### src/rtl/i2c_slave_regif.sv
// I2C target with 16-bit register pointer and auto-increment, bridging bus
// transfers onto a single-cycle register read/write port.
module i2c_slave_regif #(
  parameter logic [6:0] DEV_ADDR = 7'h6C
) (
  input  logic        clk,
  input  logic        rst_n,
  input  logic        scl_i,
  input  logic        sda_i,
  output logic        sda_oe,
  output logic        reg_wr,
  output logic        reg_rd,
  output logic [15:0] reg_addr,
  output logic [7:0]  reg_wdata,
  input  logic [7:0]  reg_rdata,
  output logic        busy,
  output logic        start_det,
  output logic        stop_det
);

  typedef enum logic [3:0] {
    S_IDLE, S_DEV, S_DEV_ACK, S_AHI, S_AHI_ACK, S_ALO, S_ALO_ACK,
    S_WR, S_WR_ACK, S_RD, S_RD_MACK, S_IGNORE
  } state_t;

  state_t      r_state;
  logic        r_scl_s1, r_scl_s2, r_scl_d;
  logic        r_sda_s1, r_sda_s2, r_sda_d;
  logic [2:0]  r_bitcnt;
  logic [6:0]  r_shift;
  logic [7:0]  r_tx;
  logic        r_ack_drv;
  logic        r_rw;
  logic        r_rd_d;
  logic        r_sda_oe, r_reg_wr, r_reg_rd, r_busy, r_start_det, r_stop_det;
  logic [15:0] r_reg_addr;
  logic [7:0]  r_reg_wdata;

  logic        w_scl_rise, w_scl_fall, w_start, w_stop;
  logic [7:0]  w_byte;
  logic [2:0]  w_tx_idx;

  // Bus idles high, so the synchronizers reset to 1 to avoid a fake edge.
  always_ff @(posedge clk or negedge rst_n) begin
    if (!rst_n) begin
      {r_scl_s1, r_scl_s2, r_scl_d} <= 3'b111;
      {r_sda_s1, r_sda_s2, r_sda_d} <= 3'b111;
    end else begin
      {r_scl_s1, r_scl_s2, r_scl_d} <= {scl_i, r_scl_s1, r_scl_s2};
      {r_sda_s1, r_sda_s2, r_sda_d} <= {sda_i, r_sda_s1, r_sda_s2};
    end
  end

  assign w_scl_rise = r_scl_s2 & ~r_scl_d;
  assign w_scl_fall = ~r_scl_s2 & r_scl_d;
  assign w_start    = r_scl_s2 & r_scl_d & r_sda_d & ~r_sda_s2;
  assign w_stop     = r_scl_s2 & r_scl_d & ~r_sda_d & r_sda_s2;
  assign w_byte     = {r_shift, r_sda_s2};
  assign w_tx_idx   = 3'd7 - r_bitcnt;

  always_ff @(posedge clk or negedge rst_n) begin
    if (!rst_n) begin
      r_state     <= S_IDLE;
      r_bitcnt    <= 3'd0;
      r_shift     <= 7'd0;
      r_tx        <= 8'd0;
      r_ack_drv   <= 1'b0;
      r_rw        <= 1'b0;
      r_rd_d      <= 1'b0;
      r_sda_oe    <= 1'b0;
      r_reg_wr    <= 1'b0;
      r_reg_rd    <= 1'b0;
      r_busy      <= 1'b0;
      r_start_det <= 1'b0;
      r_stop_det  <= 1'b0;
      r_reg_addr  <= 16'd0;
      r_reg_wdata <= 8'd0;
    end else begin
      r_start_det <= 1'b0;
      r_stop_det  <= 1'b0;
      r_reg_wr    <= 1'b0;
      r_reg_rd    <= 1'b0;
      r_rd_d      <= r_reg_rd;
      if (r_reg_wr) r_reg_addr <= r_reg_addr + 16'd1;
      if (r_rd_d)   r_tx <= reg_rdata;

      if (w_stop) begin
        r_state    <= S_IDLE;
        r_sda_oe   <= 1'b0;
        r_busy     <= 1'b0;
        r_stop_det <= 1'b1;
      end else if (w_start) begin
        r_state     <= S_DEV;
        r_bitcnt    <= 3'd0;
        r_sda_oe    <= 1'b0;
        r_ack_drv   <= 1'b0;
        r_start_det <= 1'b1;
      end else begin
        case (r_state)
          S_DEV, S_AHI, S_ALO, S_WR: begin
            if (w_scl_rise) begin
              r_shift  <= w_byte[6:0];
              r_bitcnt <= r_bitcnt + 3'd1;
              if (r_bitcnt == 3'd7) begin
                r_ack_drv <= 1'b0;
                case (r_state)
                  S_DEV: begin
                    if (w_byte[7:1] == DEV_ADDR) begin
                      r_busy  <= 1'b1;
                      r_rw    <= w_byte[0];
                      r_state <= S_DEV_ACK;
                    end else begin
                      r_state <= S_IGNORE;
                    end
                  end
                  S_AHI: begin
                    r_reg_addr[15:8] <= w_byte;
                    r_state          <= S_AHI_ACK;
                  end
                  S_ALO: begin
                    r_reg_addr[7:0] <= w_byte;
                    r_state         <= S_ALO_ACK;
                  end
                  default: begin
                    r_reg_wdata <= w_byte;
                    r_reg_wr    <= 1'b1;
                    r_state     <= S_WR_ACK;
                  end
                endcase
              end
            end
          end
          S_DEV_ACK, S_AHI_ACK, S_ALO_ACK, S_WR_ACK: begin
            // First fall drives ACK, second fall ends the ACK clock.
            if (w_scl_rise && r_ack_drv && r_state == S_DEV_ACK && r_rw)
              r_reg_rd <= 1'b1;
            if (w_scl_fall) begin
              if (!r_ack_drv) begin
                r_sda_oe  <= 1'b1;
                r_ack_drv <= 1'b1;
              end else begin
                r_ack_drv <= 1'b0;
                r_bitcnt  <= 3'd0;
                r_sda_oe  <= 1'b0;
                case (r_state)
                  S_DEV_ACK: begin
                    if (r_rw) begin
                      r_state  <= S_RD;
                      r_sda_oe <= ~r_tx[7];
                    end else begin
                      r_state <= S_AHI;
                    end
                  end
                  S_AHI_ACK: r_state <= S_ALO;
                  default:   r_state <= S_WR;
                endcase
              end
            end
          end
          S_RD: begin
            if (w_scl_rise) r_bitcnt <= r_bitcnt + 3'd1;
            if (w_scl_fall) begin
              if (r_bitcnt == 3'd0) begin
                r_sda_oe  <= 1'b0;
                r_ack_drv <= 1'b0;
                r_state   <= S_RD_MACK;
              end else begin
                r_sda_oe <= ~r_tx[w_tx_idx];
              end
            end
          end
          S_RD_MACK: begin
            if (w_scl_rise) begin
              r_reg_addr <= r_reg_addr + 16'd1;
              if (!r_sda_s2) begin
                r_reg_rd  <= 1'b1;
                r_ack_drv <= 1'b1;
              end else begin
                r_state <= S_IGNORE;
              end
            end
            if (w_scl_fall && r_ack_drv) begin
              r_ack_drv <= 1'b0;
              r_bitcnt  <= 3'd0;
              r_sda_oe  <= ~r_tx[7];
              r_state   <= S_RD;
            end
          end
          default: ;
        endcase
      end
    end
  end

  assign sda_oe    = r_sda_oe;
  assign reg_wr    = r_reg_wr;
  assign reg_rd    = r_reg_rd;
  assign reg_addr  = r_reg_addr;
  assign reg_wdata = r_reg_wdata;
  assign busy      = r_busy;
  assign start_det = r_start_det;
  assign stop_det  = r_stop_det;

endmodule

### config.mk
export PLATFORM = sky130hd
export DESIGN_NAME = i2c_slave_regif
export DESIGN_NICKNAME = d
export VERILOG_FILES = /design/src/rtl/i2c_slave_regif.sv
export SDC_FILE = /design/constraint.sdc
export NUM_CORES = 1
export LEC_CHECK = 0
export ABC_AREA = 1
export BUFFER_PORTS_ARGS = -buffer_cell sky130_fd_sc_hd__buf_2
export CORE_ASPECT_RATIO = 1.1
export CORE_MARGIN = 5
export CORE_UTILIZATION = 50
export CTS_CLUSTER_DIAMETER = 30
export DETAILED_ROUTE_END_ITERATION = 8
export GPL_ROUTABILITY_DRIVEN = 0
export PLACE_DENSITY = 0.7
export SLEW_MARGIN = 5
export SYNTH_ARGS = -nofsm -noshare
export SYNTH_HDL_FRONTEND = slang
export SYNTH_SLANG_ARGS = --single-unit
### constraint.sdc
create_clock -name clk -period 3.58 [get_ports clk]
set_clock_uncertainty 0.2 [all_clocks]
set_input_delay 0.716 -clock clk [delete_from_list [all_inputs] [get_ports clk]]
set_output_delay 0.716 -clock clk [all_outputs]
set_load 0.05 [all_outputs]
==> After elaboration in Yosys (flattened, before gate mapping) <==
Index checks and enable logic that the tools add are counted.
W data, S select, Z words.
{ "totals": {"ff_bits": 61, "input_bits": 12, "out_inout_bits": 30, "word_cells": 175} }
{ "classes": {"addsub": 3, "n_lt_le_gt_ge": 1, "eq_ne": 32, "mux": 76, "bitwise": 16, "reduce_logical": 26} }
{ "ops": {"columns": ["op", "n"], "rows": [
  ["$mux W16", 6],
  ["$mux W4", 13],
  ["$mux W1", 41],
  ["$ne A4 B4 Y1 const B", 9],
  ["$pmux W16 S2", 1],
  ["$ne A3 B3 Y1 const B", 7],
  ["$reduce_and A6 Y1", 3],
  ["$reduce_and A9 Y1", 2],
  ["$add A16 B1 Y16 const B", 1],
  ["$eq A4 B3 Y1 const B", 4],
  ["$mux W8", 2],
  ["$pmux W4 S4", 1],
  ["$mux W3", 5],
  ["$eq A4 B4 Y1 const B", 3],
  ["$pmux W4 S3", 1],
  ["$ne A5 B5 Y1 const B", 2],
  ["$reduce_bool A2 Y1", 5],
  ["$reduce_bool A5 Y1", 2],
  ["$not A1 Y1", 9],
  ["$pmux W3 S3", 1],
  ["$eq A4 B2 Y1 const B", 2],
  ["$pmux W4 S2", 1],
  ["$reduce_and A4 Y1", 2],
  ["$reduce_or A4 Y1", 2],
  ["20 further kinds", 29]
]} }

==> Longest topological paths before layout <==
{ "logic_depth": {"depth_word": 9, "depth_mapped": 12, "mapped_depth_nobuf": 12} }

==> Worst setup path after synthesis <==
Ideal clock, no wire load.
{ "synth_path": {"kind": "register -> register", "from": "register r_reg_addr[0] (netlist: reg_addr[0])", "to": "register r_reg_addr[14] (netlist: reg_addr[14])", "setup_time_ns": 0.129, "arrival_ns": 1.756, "required_ns": 3.251, "path_slack_ns": 1.494, "stages_incl_launch_ff": 11, "path_buffers": 0, "synth_period_minus_slack_ns": 2.086, "path_cell_list": "dfrtp_1 > ha_1 > nand2_1 > inv_1 > nand3_1 > nor2_1 > nand2_1 > nand3_1 > nand2_1 > o21ai_0 > nand3_1"} }
{ "synth_between": {"elab_chain_cells": 8, "elab_cells_between_ends": 9, "cone_classes": "add/sub (1); mux (8)"} }
{ "synth_rtl": {"columns": ["element", "line_no", "text"], "rows": [
  ["start: declaration", "36", "logic [15:0] r_reg_addr;"],
  ["start signal: assignment", "84", "if (r_reg_wr) r_reg_addr <= r_reg_addr + 16'd1;"],
  ["start signal: assignment", "121", "r_reg_addr[7:0] <= w_byte;"],
  ["start signal: assignment", "174", "r_reg_addr <= r_reg_addr + 16'd1;"],
  ["$add A16 B1 Y16 *", "84, 174", null],
  ["$mux W16", "84", null],
  ["$mux W8", "106", "case (r_state)"],
  ["$mux W16", "104", "if (r_bitcnt == 3'd7) begin"],
  ["$mux W16", "101", "if (w_scl_rise) begin"],
  ["$pmux W16 S2", "99", "case (r_state)"],
  ["$mux W16", "92", "end else if (w_start) begin"],
  ["$mux W16 *", "87", "if (w_stop) begin"]
]} }
Mark *: on every way between the ends. The rest lies on a longest branch, timed or not.
A chain may end at the register's enable or synchronous reset.

==> Worst setup path in the final report <==
{ "layout_path": {"from": "register r_scl_s2", "to": "register r_reg_addr[2] (netlist: reg_addr[2])"} }
{ "layout_between": {"elab_chain_cells": 5, "elab_cells_between_ends": 11, "cone_classes": "mux (5); bitwise (6)"} }
{ "layout_rtl": {"columns": ["element", "line_no", "text"], "rows": [
  ["start: declaration", "27", "logic r_scl_s1, r_scl_s2, r_scl_d;"],
  ["start signal: assignment", "49", "{r_scl_s1, r_scl_s2, r_scl_d} <= {scl_i, r_scl_s1, r_scl_s2};"],
  ["$and A1 B1 Y1, on equally long branches", "54, 56, 57", null],
  ["$mux W16, or another cell as far along", "173", "if (w_scl_rise) begin"],
  ["$pmux W16 S2 / $and A1 B1 Y1 (equally long branches)", "99, 56", null],
  ["$mux W16", "92", null],
  ["$mux W16 *", "87", null]
]} }
Marked as above.

==> flow_summary.json <==
{
  "status": "finished clean",
  "cts.sinks": 61,
  "synth_ff_type": "dfrtp_1",
  "avgRoutedWirePerCell_um": 14.1,
  "core_um2": 7870,
  "synthCells": 564,
  "finalCritPeriodShare_pct": 73.0,
  "yosysSeqAreaShare_pct": 38.2,
  "pin_count": 42,
  "cts_htree_levels": 3,
  "hpwl_um": 7340,
  "n_antenna_cell": 0,
  "cts_resized": 0,
  "dp.cells": 702,
  "finalSetupViolCount": 0,
  "worstHoldPathType": "flop to flop",
  "synth.avg_cell_area_um2": 7.11,
  "vias": 3864,
  "post-route-min-period_ns": 2.61,
  "ctsHoldBuffers": 0,
  "async_reset_ff_share_pct": 100,
  "clk-insertion-delay-late_ns": 0.35,
  "slowest_delay_ns": 0.57,
  "required_ns": 3.61,
  "end_kind": "flop",
  "relSlewSlack_pct": 64.9,
  "maxSlewViolCount": 0,
  "syn_nets": 580,
  "grt_first_pass_wirelength_um": 16900,
  "power_density_nw_per_um2": 711,
  "path_max_fanout": 22,
  "worst-path-stages": 10,
  "path_cells": "inv_2 > nor2_4 > buf_4 > inv_2 > nor2_4 > nand3_1 > inv_1 > nand2_1 > a22oi_1 > o21ai_0",
  "viasPerCell": 5.38,
  "synth_area_um2": 4010,
  "dieArea_um2": 9920,
  "setup_tns_ns": 0,
  "cts_root_buf": "clkbuf_8",
  "path_delay_family": "buffers and inverters",
  "cts_tree": "done",
  "hold_depth": 0,
  "synth_edf_count": 0,
  "io_buffers": 41,
  "grt_pass1_vias": 3584,
  "worstPathArrival_ns": 2.64,
  "post-route-util_pct": 57.1,
  "die_y_um": 104,
  "instances_no_fill": 718,
  "cellLeakagePower_nw": 2.36,
  "power_mw": 3.20,
  "clkTransAtPathRegs_ns": 0.08,
  "rsz0062_at_grt": "false",
  "grt_max_degree": 37,
  "first_pass_iters": 5,
  "rr_worst_depth": 10,
  "gr-total-overflow": 0,
  "drt-total-wl_um": 10100,
  "drc": 0,
  "die_x_um": 95.4,
  "ant_nets": 0,
  "clk_path_buf_depth": 2,
  "crit_buf_inv": 4,
  "final_nets": 621,
  "drive_gt1_share_pct": 18.9,
  "ys_types": 40,
  "synth-seq-cells": 61,
  "ys_warn_count": 0,
  "initial_core_util_pct": 51.0,
  "worst_slew_pin_slew_ns": 0.526,
  "start_kind": "flop",
  "max_cap_viol_count": 0,
  "final_hold_viol_count": 0,
  "core.rowCount": 34,
  "peakVddDrop_mv": 0.365,
  "antenna_found_initial": 0,
  "syn2layout_area_growth_pct": 12.1,
  "max_freq_mhz": 382,
  "crit_slowest_cell": "dfstp_2",
  "drt_iter0_markers": 297,
  "cts_buffers": 9,
  "holdWs_ns": 0.157,
  "grtUsageTotal_pct": 21.5,
  "post-cts-setup-buffer-count": 0,
  "path_class": "flop to flop"
}
## registers in the layout, indices dropped and copies added, names as in the netlist, 3 cells and up
signal     cells
r_bitcnt       3
r_tx           8
reg_addr      16
r_shift        7
r_state        4
reg_wdata      8
## report_power, final
part	internal, mW	switching (mW)
logic	0.472	1.04
registers	0.857	0.201
clock network	0.342	0.287
total	1.67	1.53
## per-stage QoR
| stage | setup WS [ns] | cell area (µm²) |
|---|---|---|
| CTS | 1.01 | 4500 |
| finish | 0.965 | 4500 |
| global placement | 1.15 | 4300 |
| floorplan | 1.49 | 4010 |
| detailed placement | 1.01 | 4300 |
| global route | 0.804 | 4500 |
## cells by family (layout without fill, tap and decap cells)
family                   Yosys count  in the layout  share of synthesized area [%]
AO/OA/AOI/OAI                    102            102                           14.6
XOR/XNOR                           6              6                           1.31
adder cells (fa/ha/maj)            4              4                           1.25
buffers and inverters             93            139                           9.51
flip-flops                        61             61                           38.2
multiplexers                       4              4                           1.12
AND/OR/NAND/NOR                  294            294                           34.0
## layer usage
metal	part of all wire, %	track usage (%)
met5	0	0
met1	46	29.8
met4	2.0	7.93
met3	5.7	3.98
met2	46	33.1
## cell usage in the layout (no fill, tap or decap), types with 3 or more instances in the layout
cell type and n:
nand3_1 69, nor2_2 5, nand2_2 7, nand2_1 150, dfrtp_1 55, buf_4 5
dfstp_2 6, nor2_4 9, inv_2 7, nor3_1 4, buf_2 41, clkbuf_1 3
xnor2_1 4, o21ai_0 57, nand4_1 3, nor2_1 39, o21ai_2 9, a21oi_1 20
inv_1 68, o211ai_1 4, ha_1 4, clkbuf_8 10, mux2_2 4
## Yosys cell counts (3+ instances only)
library cell    n  area, µm²
o21ai_0        57        285
buf_6           3       33.8
nand3_1        69        345
a21oi_1        20        100
buf_2           4       20.0
xnor2_1         4       35.0
clkbuf_1        9       33.8
o211ai_1        4       30.0
nor2_2          5       31.3
nand4_1         3       18.8
dfrtp_1        55       1380
nand2_1       150        563
inv_2           7       26.3
o21ai_2         9       78.8
nor3_1          4       20.0
nor2_1         39        146
nand2_2         7       43.8
mux2_2          4       45.0
dfstp_2         6        158
inv_1          68        255
nor2_4          9        101
ha_1            4       50.1
## final cells by class
class,instances,area [µm²]
timing repair buffer,46,243
sequential,61,1530
tap,108,135
inverter,77,294
fill,773,3370
clock inverter,3,45.0
clock buffer,13,149
multi-input combinational,410,2100
## worst paths after layout
check / from / end / slack [ns]
max in group asynchronous: rst_n / r_sda_d$_DFF_PN1_ / 2.60
min: r_sda_s1$_DFF_PN1_ / r_sda_s2$_DFF_PN1_ / 0.16
max: r_scl_s2$_DFF_PN1_ / reg_addr[2]$_DFF_PN0_ / 0.97
max reg2reg: r_scl_s2$_DFF_PN1_ / reg_addr[2]$_DFF_PN0_ / 0.97
min reg2reg: r_sda_s1$_DFF_PN1_ / r_sda_s2$_DFF_PN1_ / 0.16
min in group asynchronous: rst_n / reg_addr[14]$_DFF_PN0_ / 0.17
Note: power is estimated with default switching activity, not from simulation.
